### src/rtl/ex_mem_pipe_reg.sv
// EX/MEM pipeline register with valid bit, stall hold, flush bubble and saturating event counters.
// Latency: 1 cycle from EX_* inputs to MEM_* outputs; counters update on the same edge.
// Backpressure: stall holds every stage field; flush overrides stall and loads a bubble.
module ex_mem_pipe_reg #(
   parameter int XLEN    = 64,
   parameter int RADDR_W = 5,
   parameter int F3_W    = 3,
   parameter int CNT_W   = 16
) (
   input  logic               clk,
   input  logic               rst_n,
   input  logic               stall,
   input  logic               flush,
   input  logic               cnt_clr,
   input  logic               EX_valid,
   input  logic               EX_MemtoReg,
   input  logic               EX_RegWrite,
   input  logic               EX_MemRead,
   input  logic               EX_MemWrite,
   input  logic               EX_Branch,
   input  logic               EX_Jump,
   input  logic               EX_zero,
   input  logic               EX_s_less,
   input  logic               EX_u_less,
   input  logic [XLEN-1:0]    EX_PCSum,
   input  logic [XLEN-1:0]    EX_ALUresult,
   input  logic [XLEN-1:0]    EX_RegData2,
   input  logic [F3_W-1:0]    EX_funct3,
   input  logic [RADDR_W-1:0] EX_rdReg,
   output logic               MEM_valid,
   output logic               MEM_MemtoReg,
   output logic               MEM_RegWrite,
   output logic               MEM_MemRead,
   output logic               MEM_MemWrite,
   output logic               MEM_Branch,
   output logic               MEM_Jump,
   output logic               MEM_zero,
   output logic               MEM_s_less,
   output logic               MEM_u_less,
   output logic [XLEN-1:0]    MEM_PCSum,
   output logic [XLEN-1:0]    MEM_ALUresult,
   output logic [XLEN-1:0]    MEM_RegData2,
   output logic [F3_W-1:0]    MEM_funct3,
   output logic [RADDR_W-1:0] MEM_rdReg,
   output logic [CNT_W-1:0]   stall_cnt,
   output logic [CNT_W-1:0]   flush_cnt
);

   typedef struct packed {
      logic               valid;
      logic               memtoreg;
      logic               regwrite;
      logic               memread;
      logic               memwrite;
      logic               branch;
      logic               jump;
      logic               zero;
      logic               s_less;
      logic               u_less;
      logic [XLEN-1:0]    pcsum;
      logic [XLEN-1:0]    aluresult;
      logic [XLEN-1:0]    regdata2;
      logic [F3_W-1:0]    funct3;
      logic [RADDR_W-1:0] rdreg;
   } stage_t;

   localparam logic [CNT_W-1:0] CNT_ONE = {{(CNT_W-1){1'b0}}, 1'b1};

   stage_t           r_stage;
   stage_t           w_stage_nxt;
   logic [CNT_W-1:0] r_stall_cnt;
   logic [CNT_W-1:0] r_flush_cnt;
   logic             w_stall_evt;

   // A flush counts only as a flush, never also as a stall.
   assign w_stall_evt = stall & ~flush;

   // Next stage contents: flush clears everything, stall holds, otherwise load with
   // control bits gated by EX_valid so a bubble can never write memory or registers.
   always_comb begin
      w_stage_nxt = r_stage;
      if (flush) begin
         w_stage_nxt = '0;
      end else if (!stall) begin
         w_stage_nxt.valid     = EX_valid;
         w_stage_nxt.memtoreg  = EX_MemtoReg & EX_valid;
         w_stage_nxt.regwrite  = EX_RegWrite & EX_valid;
         w_stage_nxt.memread   = EX_MemRead  & EX_valid;
         w_stage_nxt.memwrite  = EX_MemWrite & EX_valid;
         w_stage_nxt.branch    = EX_Branch   & EX_valid;
         w_stage_nxt.jump      = EX_Jump     & EX_valid;
         w_stage_nxt.zero      = EX_zero;
         w_stage_nxt.s_less    = EX_s_less;
         w_stage_nxt.u_less    = EX_u_less;
         w_stage_nxt.pcsum     = EX_PCSum;
         w_stage_nxt.aluresult = EX_ALUresult;
         w_stage_nxt.regdata2  = EX_RegData2;
         w_stage_nxt.funct3    = EX_funct3;
         w_stage_nxt.rdreg     = EX_rdReg;
      end
   end

   // Stage register; reset clears to a bubble immediately.
   always_ff @(posedge clk or negedge rst_n) begin
      if (!rst_n) begin
         r_stage <= '0;
      end else begin
         r_stage <= w_stage_nxt;
      end
   end

   // Stall counter: clear wins over increment, saturates at all-ones.
   always_ff @(posedge clk or negedge rst_n) begin
      if (!rst_n) begin
         r_stall_cnt <= '0;
      end else if (cnt_clr) begin
         r_stall_cnt <= '0;
      end else if (w_stall_evt && (r_stall_cnt != {CNT_W{1'b1}})) begin
         r_stall_cnt <= r_stall_cnt + CNT_ONE;
      end
   end

   // Flush counter: clear wins over increment, saturates at all-ones.
   always_ff @(posedge clk or negedge rst_n) begin
      if (!rst_n) begin
         r_flush_cnt <= '0;
      end else if (cnt_clr) begin
         r_flush_cnt <= '0;
      end else if (flush && (r_flush_cnt != {CNT_W{1'b1}})) begin
         r_flush_cnt <= r_flush_cnt + CNT_ONE;
      end
   end

   assign MEM_valid     = r_stage.valid;
   assign MEM_MemtoReg  = r_stage.memtoreg;
   assign MEM_RegWrite  = r_stage.regwrite;
   assign MEM_MemRead   = r_stage.memread;
   assign MEM_MemWrite  = r_stage.memwrite;
   assign MEM_Branch    = r_stage.branch;
   assign MEM_Jump      = r_stage.jump;
   assign MEM_zero      = r_stage.zero;
   assign MEM_s_less    = r_stage.s_less;
   assign MEM_u_less    = r_stage.u_less;
   assign MEM_PCSum     = r_stage.pcsum;
   assign MEM_ALUresult = r_stage.aluresult;
   assign MEM_RegData2  = r_stage.regdata2;
   assign MEM_funct3    = r_stage.funct3;
   assign MEM_rdReg     = r_stage.rdreg;
   assign stall_cnt     = r_stall_cnt;
   assign flush_cnt     = r_flush_cnt;

endmodule
### config.mk
export PLATFORM = sky130hd
export DESIGN_NAME = ex_mem_pipe_reg
export DESIGN_NICKNAME = d
export VERILOG_FILES = /design/src/rtl/ex_mem_pipe_reg.sv
export SDC_FILE = /design/constraint.sdc
export NUM_CORES = 1
export LEC_CHECK = 0
export ABC_CLOCK_PERIOD_IN_PS = 1600
export BUFFER_PORTS_ARGS = -buffer_cell sky130_fd_sc_hd__buf_4
export CAP_MARGIN = 20
export CORE_AREA = 2 2 177 179
export DETAILED_ROUTE_END_ITERATION = 8
export DIE_AREA = 0 0 179 181
export PLACE_DENSITY = 0.62
export SYNTH_ARGS = -nofsm -noshare
export SYNTH_HDL_FRONTEND = slang
export SYNTH_SLANG_ARGS = --single-unit
### constraint.sdc
create_clock -name clk -period 1.6 [get_ports clk]
set_input_delay 0.32 -clock clk [delete_from_list [all_inputs] [get_ports clk]]
set_output_delay 0.32 -clock clk [all_outputs]
set_load 0.05 [all_outputs]
==> flow_summary.toml, run 1 <==
[global_route]
grt_util_all_layers_pct = 19.1
gr-usage-met2_pct = 33.5
use_met1_pct = 23.0
grt_max_degree = 133
use_met3_pct = 4.46
antenna_found_initial = 0
grt_overflow = 0
grt_pass1_wl_um = 49500
grt_pass1_vias = 8998
grt_busiest_layer = "met2"

[timing]
hold_violations = 0
relSlewSlack_pct = 53.7
fin_crit_ns = 1.71
layout_setup_ws_ns = -0.107
clock_skew_ns = 0.00722
maxSlewViolCount = 0
setup_viol = 6
fin_crit_sh_pct = 107
fmax_mhz = 586
worst_slew_pin_slew_ns = 0.694
grt_setup_unrepaired = "yes"

[finish]
layout_commonest_cell = "buf_4"
syn2layout_area_growth_pct = 60.3
drive_gt1_share_pct = 44.0
diodes = 0
mostFrequentLayoutCells = "buf_4, nor2_1, dfrtp_1"
nNetsFinal = 1645

[drt]
wl_per_cell_um = 17.3
drc = 0
dr.pass1.iters = 4
drtIter0Drc = 354
via_per_inst = 4.70
antenna_left = 0
drt-total-wl_um = 31900
num_vias = 8680

[cts]
cts_tree = "done"
cts-root-buf = "clkbuf_16"
cts_buffers = 29
cts.clk_slew.worst_paths_ns = 0.06
htreeDepth = 1
cts_sinks = 242
clock_path_buffers = 3
clk_latency_ns = 0.54

[synthesis]
synth_seq_area_share_pct = 59.3
synthDistinctLibCells = 47
ys.flop_type = "dfrtp_1"
async_flop_share_pct = 100
syn_area_mm2 = 0.0102
synth_edf_count = 0
synthesis.nets = 1093
synth.avg_cell_area_um2 = 11.7
syn_inst = 876
ys_warn_count = 0
synth_seq_cells = 242

[placement]
place_hpwl_um = 22600
routabilityCongestion = 0.797
pre_cts_slack_ns = -0.0719
io_buffer_count = 456

[pwr]
p_per_area_mw_per_mm2 = 1030
power_w = 0.0168
ir_worst_vdd_mv = 0.788
leakage_nw = 8.58

[floorplanning]
start_util_pct = 33.6
io_pins = 457
core_mm2 = 0.0303
die-height_um = 181
dieArea_mm2 = 0.0324
fp-row-count = 64
die_w_um = 179

[outcome]
status = "finished with violations"
violations = "setup timing"

[setup_path]
crit_path_start = "flush_cnt[1]$_DFFE_PN0P_"
rrSetupSlack_ns = -0.11
rr_startpoint = "flush_cnt[1]$_DFFE_PN0P_"
cp_max_fo = 3
critPathArrivalTime_ns = 2.12
endpoint_kind = "flip-flop"
crit_required_ns = 2.02
cp-start-kind = "flip-flop"
criticalPathCategory = "flip-flop to flip-flop"

[hold_path]
hold_path_class = "input port to flip-flop"
hold_path.startpoint = "EX_RegData2[10]"

[job]
cap_violations = 0
[area by class of cell]
type | count | area, um^2
multi-input combinational | 578 | 4030
clock inverter | 14 | 203
clock buffer | 39 | 823
timing repair buffer | 573 | 4700
fill | 2680 | 14000
sequential | 242 | 6090
inverter | 4 | 15.0
tap | 396 | 495
[stage by stage]
step / setup TNS, ns / hold WS [ns] / utilization (%) / instance area (um^2) / instances
final: -0.300 / 0.0218 / 53.9 / 16400 / 1846
after global routing: -1.58 / 0.00554 / 53.9 / 16400 / 1846
after CTS: -0.186 / 0.000215 / 53.2 / 16100 / 1829
after detailed placement: -0.205 / 0.265 / 47.7 / 14500 / 1724
after global placement: -0.157 / 0.263 / 47.7 / 14500 / 1724
after floorplan: -1.59 / 0.0244 / - / 10300 / 876
[repair_timing]
action / CTS / global route
endpoints found under the hold margin: 87 / 0
endpoints found under the setup margin: 22 / 35
gates resized for setup: 31 / 23
pin swaps: 4 / 6
setup buffers: 3 / 17
hold buffers: 49 / 0
[flip-flops by register name, summed over array words and instances (netlist names), 3 cells and up]
register,count
MEM_ALUresult,64
MEM_PCSum,64
MEM_RegData2,64
MEM_funct3,3
MEM_rdReg,5
flush_cnt,16
stall_cnt,16
[worst max-delay path: stages, from the launching register on]
cell	delay [ns]
dfrtp_2	0.38
ha_4	0.14
nand4_1	0.13
buf_4	0.18
o41ai_4	0.33
buf_4	0.19
mux2i_1	0.17
nor2_1	0.05
[synthesized netlist by cell type, types with 2 or more instances]
| master | n | area, um^2 |
|---|---|---|
| dfrtp_1 | 242 | 6060 |
| nor2_1 | 229 | 860 |
| mux2i_1 | 206 | 2060 |
| a21oi_1 | 25 | 125 |
| buf_2 | 22 | 110 |
| clkbuf_1 | 21 | 78.8 |
| nand2_1 | 21 | 78.8 |
| o21ai_0 | 12 | 60.1 |
| or3_1 | 9 | 56.3 |
| nand4_1 | 8 | 50.1 |
| buf_1 | 7 | 26.3 |
| nand3_1 | 7 | 35.0 |
| or4_1 | 6 | 45.0 |
| o31ai_1 | 5 | 37.5 |
| a211oi_1 | 4 | 30.0 |
| inv_1 | 4 | 15.0 |
| nor2b_1 | 4 | 25.0 |
| and4_1 | 3 | 26.3 |
| nand4_2 | 3 | 37.5 |
| o41ai_1 | 3 | 26.3 |
| and3_1 | 2 | 12.5 |
| buf_4 | 2 | 15.0 |
| ha_1 | 2 | 25.0 |
| nand4_4 | 2 | 42.5 |
| nor3_1 | 2 | 10.0 |
| nor4_4 | 2 | 42.5 |
| o311ai_0 | 2 | 17.5 |
| xor2_1 | 2 | 17.5 |
[kinds of logic after synthesis]
| kind of cell | Yosys count | synth area share (%) |
|---|---|---|
| AOI/OAI and AO/OA | 58 | 3.65 |
| adders and majority gates | 2 | 0.245 |
| muxes | 207 | 20.3 |
| xor gates and xnor gates | 3 | 0.257 |
| DFF | 242 | 59.3 |
| and+or+nand+nor | 308 | 13.8 |
| buffers and inverters | 56 | 2.40 |
[where the power goes]
group / total (W) / internal, W / leakage (nW) / switching [W]
clock: 0.00702 / 0.00440 / 0.512 / 0.00262
combinational: 0.00316 / 0.00120 / 4.89 / 0.00196
sequential: 0.00661 / 0.00643 / 3.18 / 0.000182
[per-layer routing]
metal | routed length (um) | vias to the layer above
met5 | 0 | -
met2 | 16200 | 286
met4 | 882 | 0
met3 | 2250 | 61
li1 | - | 4114
met1 | 12600 | 4219
[path summary, 6_finish.rpt]
kind	endpoint	cells past startpoint
max	flush_cnt[1]$_DFFE_PN0P_	7
min	MEM_RegData2[10]$_DFFE_PN0N_	3
max reg2reg	flush_cnt[1]$_DFFE_PN0P_	7
min reg2reg	MEM_ALUresult[32]$_DFFE_PN0N_	2
max in group asynchronous	stall_cnt[8]$_DFFE_PN0P_	3
min in group asynchronous	MEM_PCSum[38]$_DFFE_PN0N_	2
(Power assumes the default switching activity.)
==> inputs of run 2 (changes only) <==
Settings changed: CTS_BUF_LIST set to sky130_fd_sc_hd__clkbuf_16.
==> run 2 against run 1 <==
  * The run still ends with setup timing left
  * Register-to-register slack about the same
  * Die area unchanged
  * Worst hold slack worse by 0.0022 ns
  * Fmax about the same
  * Setup slack hardly changed
  * Global-route usage barely moved
  * Non-clock buffer count down 1
  * Clock skew is essentially flat
  * Combinational power hardly changed
==> flow_summary.toml, run 2 (same netlist as run 1, synthesis figures left out) <==
[timing]
grt_setup_unrepaired = "yes"
relSlewSlack_pct = 53.1
maxSlewViolCount = 0
setup_viol = 6
clock_skew_ns = 0.00712
hold_violations = 0
layout_setup_ws_ns = -0.107
fin_crit_sh_pct = 107
whs_ns = 0.0196
fin_crit_ns = 1.71
fmax_mhz = 586
worst_slew_pin_slew_ns = 0.703

[floorplanning]
start_util_pct = 33.6
core_mm2 = 0.0303
fp-row-count = 64
die_w_um = 179
die-height_um = 181
io_pins = 457
dieArea_mm2 = 0.0324

[placement]
place_hpwl_um = 22600
place_area_mm2 = 0.0145
routabilityCongestion = 0.797
io_buffer_count = 456

[global_route]
grt_overflow = 0
grt_pass1_vias = 8971
grt_util_all_layers_pct = 19.1
grt_max_degree = 133
antenna_found_initial = 0
grt_pass1_wl_um = 49500

[pwr]
leakage_nw = 8.56
p_per_area_mw_per_mm2 = 1010
ir_worst_vdd_mv = 0.788

[drt]
via_per_inst = 4.70
drt-total-wl_um = 31900
drc = 0
drtIter0Drc = 352
antenna_left = 0
wl_per_cell_um = 17.3
num_vias = 8680
dr.pass1.iters = 5

[outcome]
violations = "setup timing"
status = "finished with violations"

[finish]
mostFrequentLayoutCells = "buf_4, nor2_1, dfrtp_1"
diodes = 0
layout_commonest_cell = "buf_4"
fillers = 2688
regArea_mm2 = 0.00609
syn2layout_area_growth_pct = 59.6
multi_input_area_mm2 = 0.00403
drive_gt1_share_pct = 43.7
nNetsFinal = 1644
fin_area_mm2 = 0.0163

[cts]
htreeDepth = 1
cts.clk_slew.worst_paths_ns = 0.06
clock_path_buffers = 3
cts_sinks = 242
cts_buffers = 29
cts_tree = "done"
clk_latency_ns = 0.54
cts-root-buf = "clkbuf_16"

[setup_path]
criticalPathCategory = "flip-flop to flip-flop"
cp-start-kind = "flip-flop"
rr_startpoint = "flush_cnt[1]$_DFFE_PN0P_"
crit_required_ns = 2.02
crit_top_cell = "buf_4"
cp_slowest_stage_delay_ns = 0.38
endpoint_kind = "flip-flop"
crit_chain = "ha_4 > nand4_1 > buf_4 > o41ai_4 > buf_4 > mux2i_1 > nor2_1"
cp.buffers_inverters = 2
cpMaxStageDelayCell = "dfrtp_2"
cp_max_fo = 3
crit_family = "flip-flops"
critPathArrivalTime_ns = 2.12
crit_path_start = "flush_cnt[1]$_DFFE_PN0P_"

[hold_path]
hold_path.startpoint = "EX_RegData2[28]"
hold_path_class = "input port to flip-flop"

[job]
cap_violations = 0
==> run 2: cell types whose count changed in the layout (fill, tap and decap cells not counted), sizes merged <==
cell / delta
clkbuf: -10
clkinv: +6
inv: +4
dlygate4sd3: -2
buf: +1
==> run 2: layout make-up <==
type | instances | share of cell area (%)
inverters | 4 | 0.0922
flip-flops and latches | 242 | 37.4
clock buffers | 29 | 4.46
multi-input cells | 578 | 24.8
well taps | 396 | 3.04
clock inverters | 24 | 1.47
repair buffers | 572 | 28.8
==> run 2: worst paths after layout <==
check / slack [ns] / cells after the start / end
worst max-delay path: -0.11 / 7 / flush_cnt[1]$_DFFE_PN0P_
worst min-delay path: 0.02 / 3 / MEM_RegData2[28]$_DFFE_PN0N_
worst max register to register: -0.11 / 7 / flush_cnt[1]$_DFFE_PN0P_
worst min register to register: 0.52 / 2 / MEM_PCSum[21]$_DFFE_PN0N_
max in group asynchronous: 0.67 / 3 / stall_cnt[8]$_DFFE_PN0P_
min in group asynchronous: 0.29 / 2 / MEM_PCSum[38]$_DFFE_PN0N_
==> run 2: layer usage <==
| metal | GRT usage (%) | wire, um |
|---|---|---|
| met4 | 5.79 | 878 |
| met3 | 4.52 | 2360 |
| met2 | 33.4 | 16100 |
| met5 | 0 | 0 |
| met1 | 23.0 | 12500 |
==> run 2: repair_timing <==
| action | CTS | global route |
|---|---|---|
| hold endpoints to repair | 85 | 0 |
| hold buffers | 47 | 0 |
| gates resized for setup | 31 | 23 |
| pin swaps | 4 | 6 |
| setup endpoints to repair | 21 | 35 |
| buffers inserted | 3 | 18 |
==> run 2: where the power goes <==
part | internal (W) | switching, W
Combinational | 0.00120 | 0.00196
Sequential | 0.00643 | 0.000182
Clock | 0.00408 | 0.00261
Total | 0.0117 | 0.00475
==> run 2: metrics by stage <==
step / TNS, ns / setup slack [ns] / power, W / instances / util, %
3_5_place_dp: -0.205 / -0.0719 / 0.00979 / 1724 / 47.7
3_3_place_gp: -0.157 / -0.0734 / 0.00976 / 1724 / 47.7
5_1_grt: -1.58 / -0.168 / 0.0172 / 1845 / 53.7
4_1_cts: -0.184 / -0.0600 / 0.0167 / 1827 / 52.9
2_1_floorplan: -1.59 / -0.226 / 0.00846 / 876 / -
6_report: -0.304 / -0.107 / 0.0165 / 1845 / 53.7
==> run 2: worst register-to-register path, cell delays in order, from the launching register on <==
cell and delay [ns]:
dfrtp_2 0.38, ha_4 0.14, nand4_1 0.13, buf_4 0.18, o41ai_4 0.33, buf_4 0.19, mux2i_1 0.17, nor2_1 0.05
==> inputs of run 3 (changes only) <==
Settings changed: ABC_CLOCK_PERIOD_IN_PS 1600 to 1800, CORE_AREA 2 2 177 179 to 2 2 179 181, DIE_AREA 0 0 179 181 to 0 0 181 183, PLACE_DENSITY 0.62 to 0.59.
Clock period 1.6 ns to 1.8 ns, I/O delays scaled along.
==> run 3 against run 2 <==
  * The flow now finishes without violations
  * Critical path depth unchanged
  * Total power is 17% lower
  * Fmax decreased by 0.86%
  * Utilization decreased by 5.4 points
  * Largest power group is now registers
==> flow_summary.toml, run 3 (same netlist as run 1, synthesis figures left out) <==
[outcome]
status = "finished, final reports clean"

[drt]
drt-total-wl_um = 31400
wl_per_cell_um = 17.9
num_vias = 8286
drtIter0Drc = 521
antenna_left = 0
drc = 0
dr.pass1.iters = 4
via_per_inst = 4.71

[global_route]
grt_max_degree = 134
antenna_found_initial = 0
grt_pass1_wl_um = 48500
grt_overflow = 0
grt_pass1_vias = 8427
grt_util_all_layers_pct = 18.3

[pwr]
leakage_nw = 8.06
ir_worst_vdd_mv = 0.761
power_w = 0.0137
p_per_area_mw_per_mm2 = 908

[floorplanning]
fp-row-count = 65
core_mm2 = 0.0312
dieArea_mm2 = 0.0331
die-height_um = 183
io_pins = 457
start_util_pct = 32.7
die_w_um = 181

[hold_path]
hold_path_class = "input port to flip-flop"
hold_end = "MEM_PCSum[3]$_DFFE_PN0N_"
hold_depth = 3
hold_path.startpoint = "EX_PCSum[3]"

[timing]
relSlewSlack_pct = 43.0
grt_setup_unrepaired = "yes"
fmax_mhz = 581
fin_crit_sh_pct = 95.7
fin_crit_ns = 1.72
maxSlewViolCount = 0
clock_skew_ns = 0.00864
worst_slew_pin_slew_ns = 0.855
hold_violations = 0
setup_viol = 0

[finish]
regArea_mm2 = 0.00609
layout_commonest_cell = "buf_4"
mostFrequentLayoutCells = "buf_4, nor2_1, dfrtp_1"
diodes = 0
nNetsFinal = 1552
fillers = 2930
fin_cells = 1759
drive_gt1_share_pct = 40.7
syn2layout_area_growth_pct = 47.8
multi_input_area_mm2 = 0.00392

[setup_path]
worst_r2r_path_depth = 7
worstReg2RegEnd = "flush_cnt[0]$_DFFE_PN0P_"
crit_family = "flip-flops"
cp-start-kind = "flip-flop"
crit_top_cell = "buf_4"
crit_chain = "ha_4 > nand4_1 > buf_4 > o41ai_4 > buf_4 > xor2_1 > nor2_1"
critPathArrivalTime_ns = 2.13
cp_max_fo = 6
rrSetupSlack_ns = 0.08
criticalPathCategory = "flip-flop to flip-flop"
cp.buffers_inverters = 2
endpoint_kind = "flip-flop"
crit_required_ns = 2.21
cpMaxStageDelayCell = "dfrtp_2"
rr_startpoint = "flush_cnt[0]$_DFFE_PN0P_"
cp_slowest_stage_delay_ns = 0.41

[job]
cap_violations = 0

[cts]
cts-root-buf = "clkbuf_16"
cts_sinks = 242
clk_latency_ns = 0.54
cts.clk_slew.worst_paths_ns = 0.06
clock_path_buffers = 3
cts_buffers = 29
htreeDepth = 1
cts_tree = "done"

[placement]
place_inst = 1704
io_buffer_count = 456
place_hpwl_um = 22600
routabilityCongestion = 0.789
-- run 3: worst max path at each step --
| stage | from | endpoint | slack [ns] | cells after the start |
|---|---|---|---|---|
| after floorplan | flush_cnt[0]$_DFFE_PN0P_ | flush_cnt[13]$_DFFE_PN0P_ | -0.05 | 6 |
| after global placement | flush_cnt[1]$_DFFE_PN0P_ | flush_cnt[15]$_DFFE_PN0P_ | 0.12 | 6 |
| after detailed placement | flush_cnt[1]$_DFFE_PN0P_ | flush_cnt[15]$_DFFE_PN0P_ | 0.08 | 6 |
| after CTS | flush_cnt[0]$_DFFE_PN0P_ | flush_cnt[15]$_DFFE_PN0P_ | 0.07 | 6 |
| after global routing | flush_cnt[0]$_DFFE_PN0P_ | flush_cnt[0]$_DFFE_PN0P_ | -0.02 | 7 |
| final | flush_cnt[0]$_DFFE_PN0P_ | flush_cnt[0]$_DFFE_PN0P_ | 0.08 | 7 |
-- run 3: per-stage QoR --
step / setup slack [ns] / setup TNS [ns] / hold slack [ns] / utilization (%) / instance area (um^2)
detailed placement: 0.0813 / 0 / 0.327 / 45.6 / 14200
global placement: 0.121 / 0 / 0.318 / 45.6 / 14200
CTS: 0.0745 / 0 / 0.0251 / 48.2 / 15100
finish: 0.0782 / 0 / 0.0632 / 48.3 / 15100
global route: -0.0222 / -0.0266 / 0.0367 / 48.3 / 15100
floorplan: -0.0478 / -0.0478 / 0.0644 / - / 10200
-- run 3: per-layer routing --
layer	part of all wire [%]	GRT usage, %
met1	40	22.7
met2	49	31.3
met3	8.3	5.46
met4	2.3	4.91
met5	0	0
-- run 3: timing repair --
action                                  CTS  global route
endpoints found under the hold margin    45             0
resized for setup                         0             1
buffers inserted                          0             1
hold buffers                              1             0
endpoints found under the setup margin    0             1
-- run 3: power breakdown --
part | internal, W | switching [W]
Sequential | 0.00571 | 0.000163
Combinational | 0.000977 | 0.00171
Clock | 0.00289 | 0.00224
-- run 3: worst reg2reg max path, delay by kind of cell (launching register included) --
| family | cells | cell delay (ns) |
|---|---|---|
| DFF | 1 | 0.41 |
| AOI/OAI and AO/OA | 1 | 0.27 |
| adders and majority gates | 1 | 0.17 |
| xor gates and xnor gates | 1 | 0.18 |
| buffers and inverters | 2 | 0.37 |
| and+or+nand+nor | 2 | 0.20 |
-- run 3: layout make-up --
cell class / instances / share of cell area, %
multi-input cells: 578 / 26.0
clock inverters: 24 / 0.680
repair buffers: 480 / 24.7
clock buffers: 29 / 4.81
flip-flops and latches: 242 / 40.4
well taps: 402 / 3.34
inverters: 4 / 0.0996
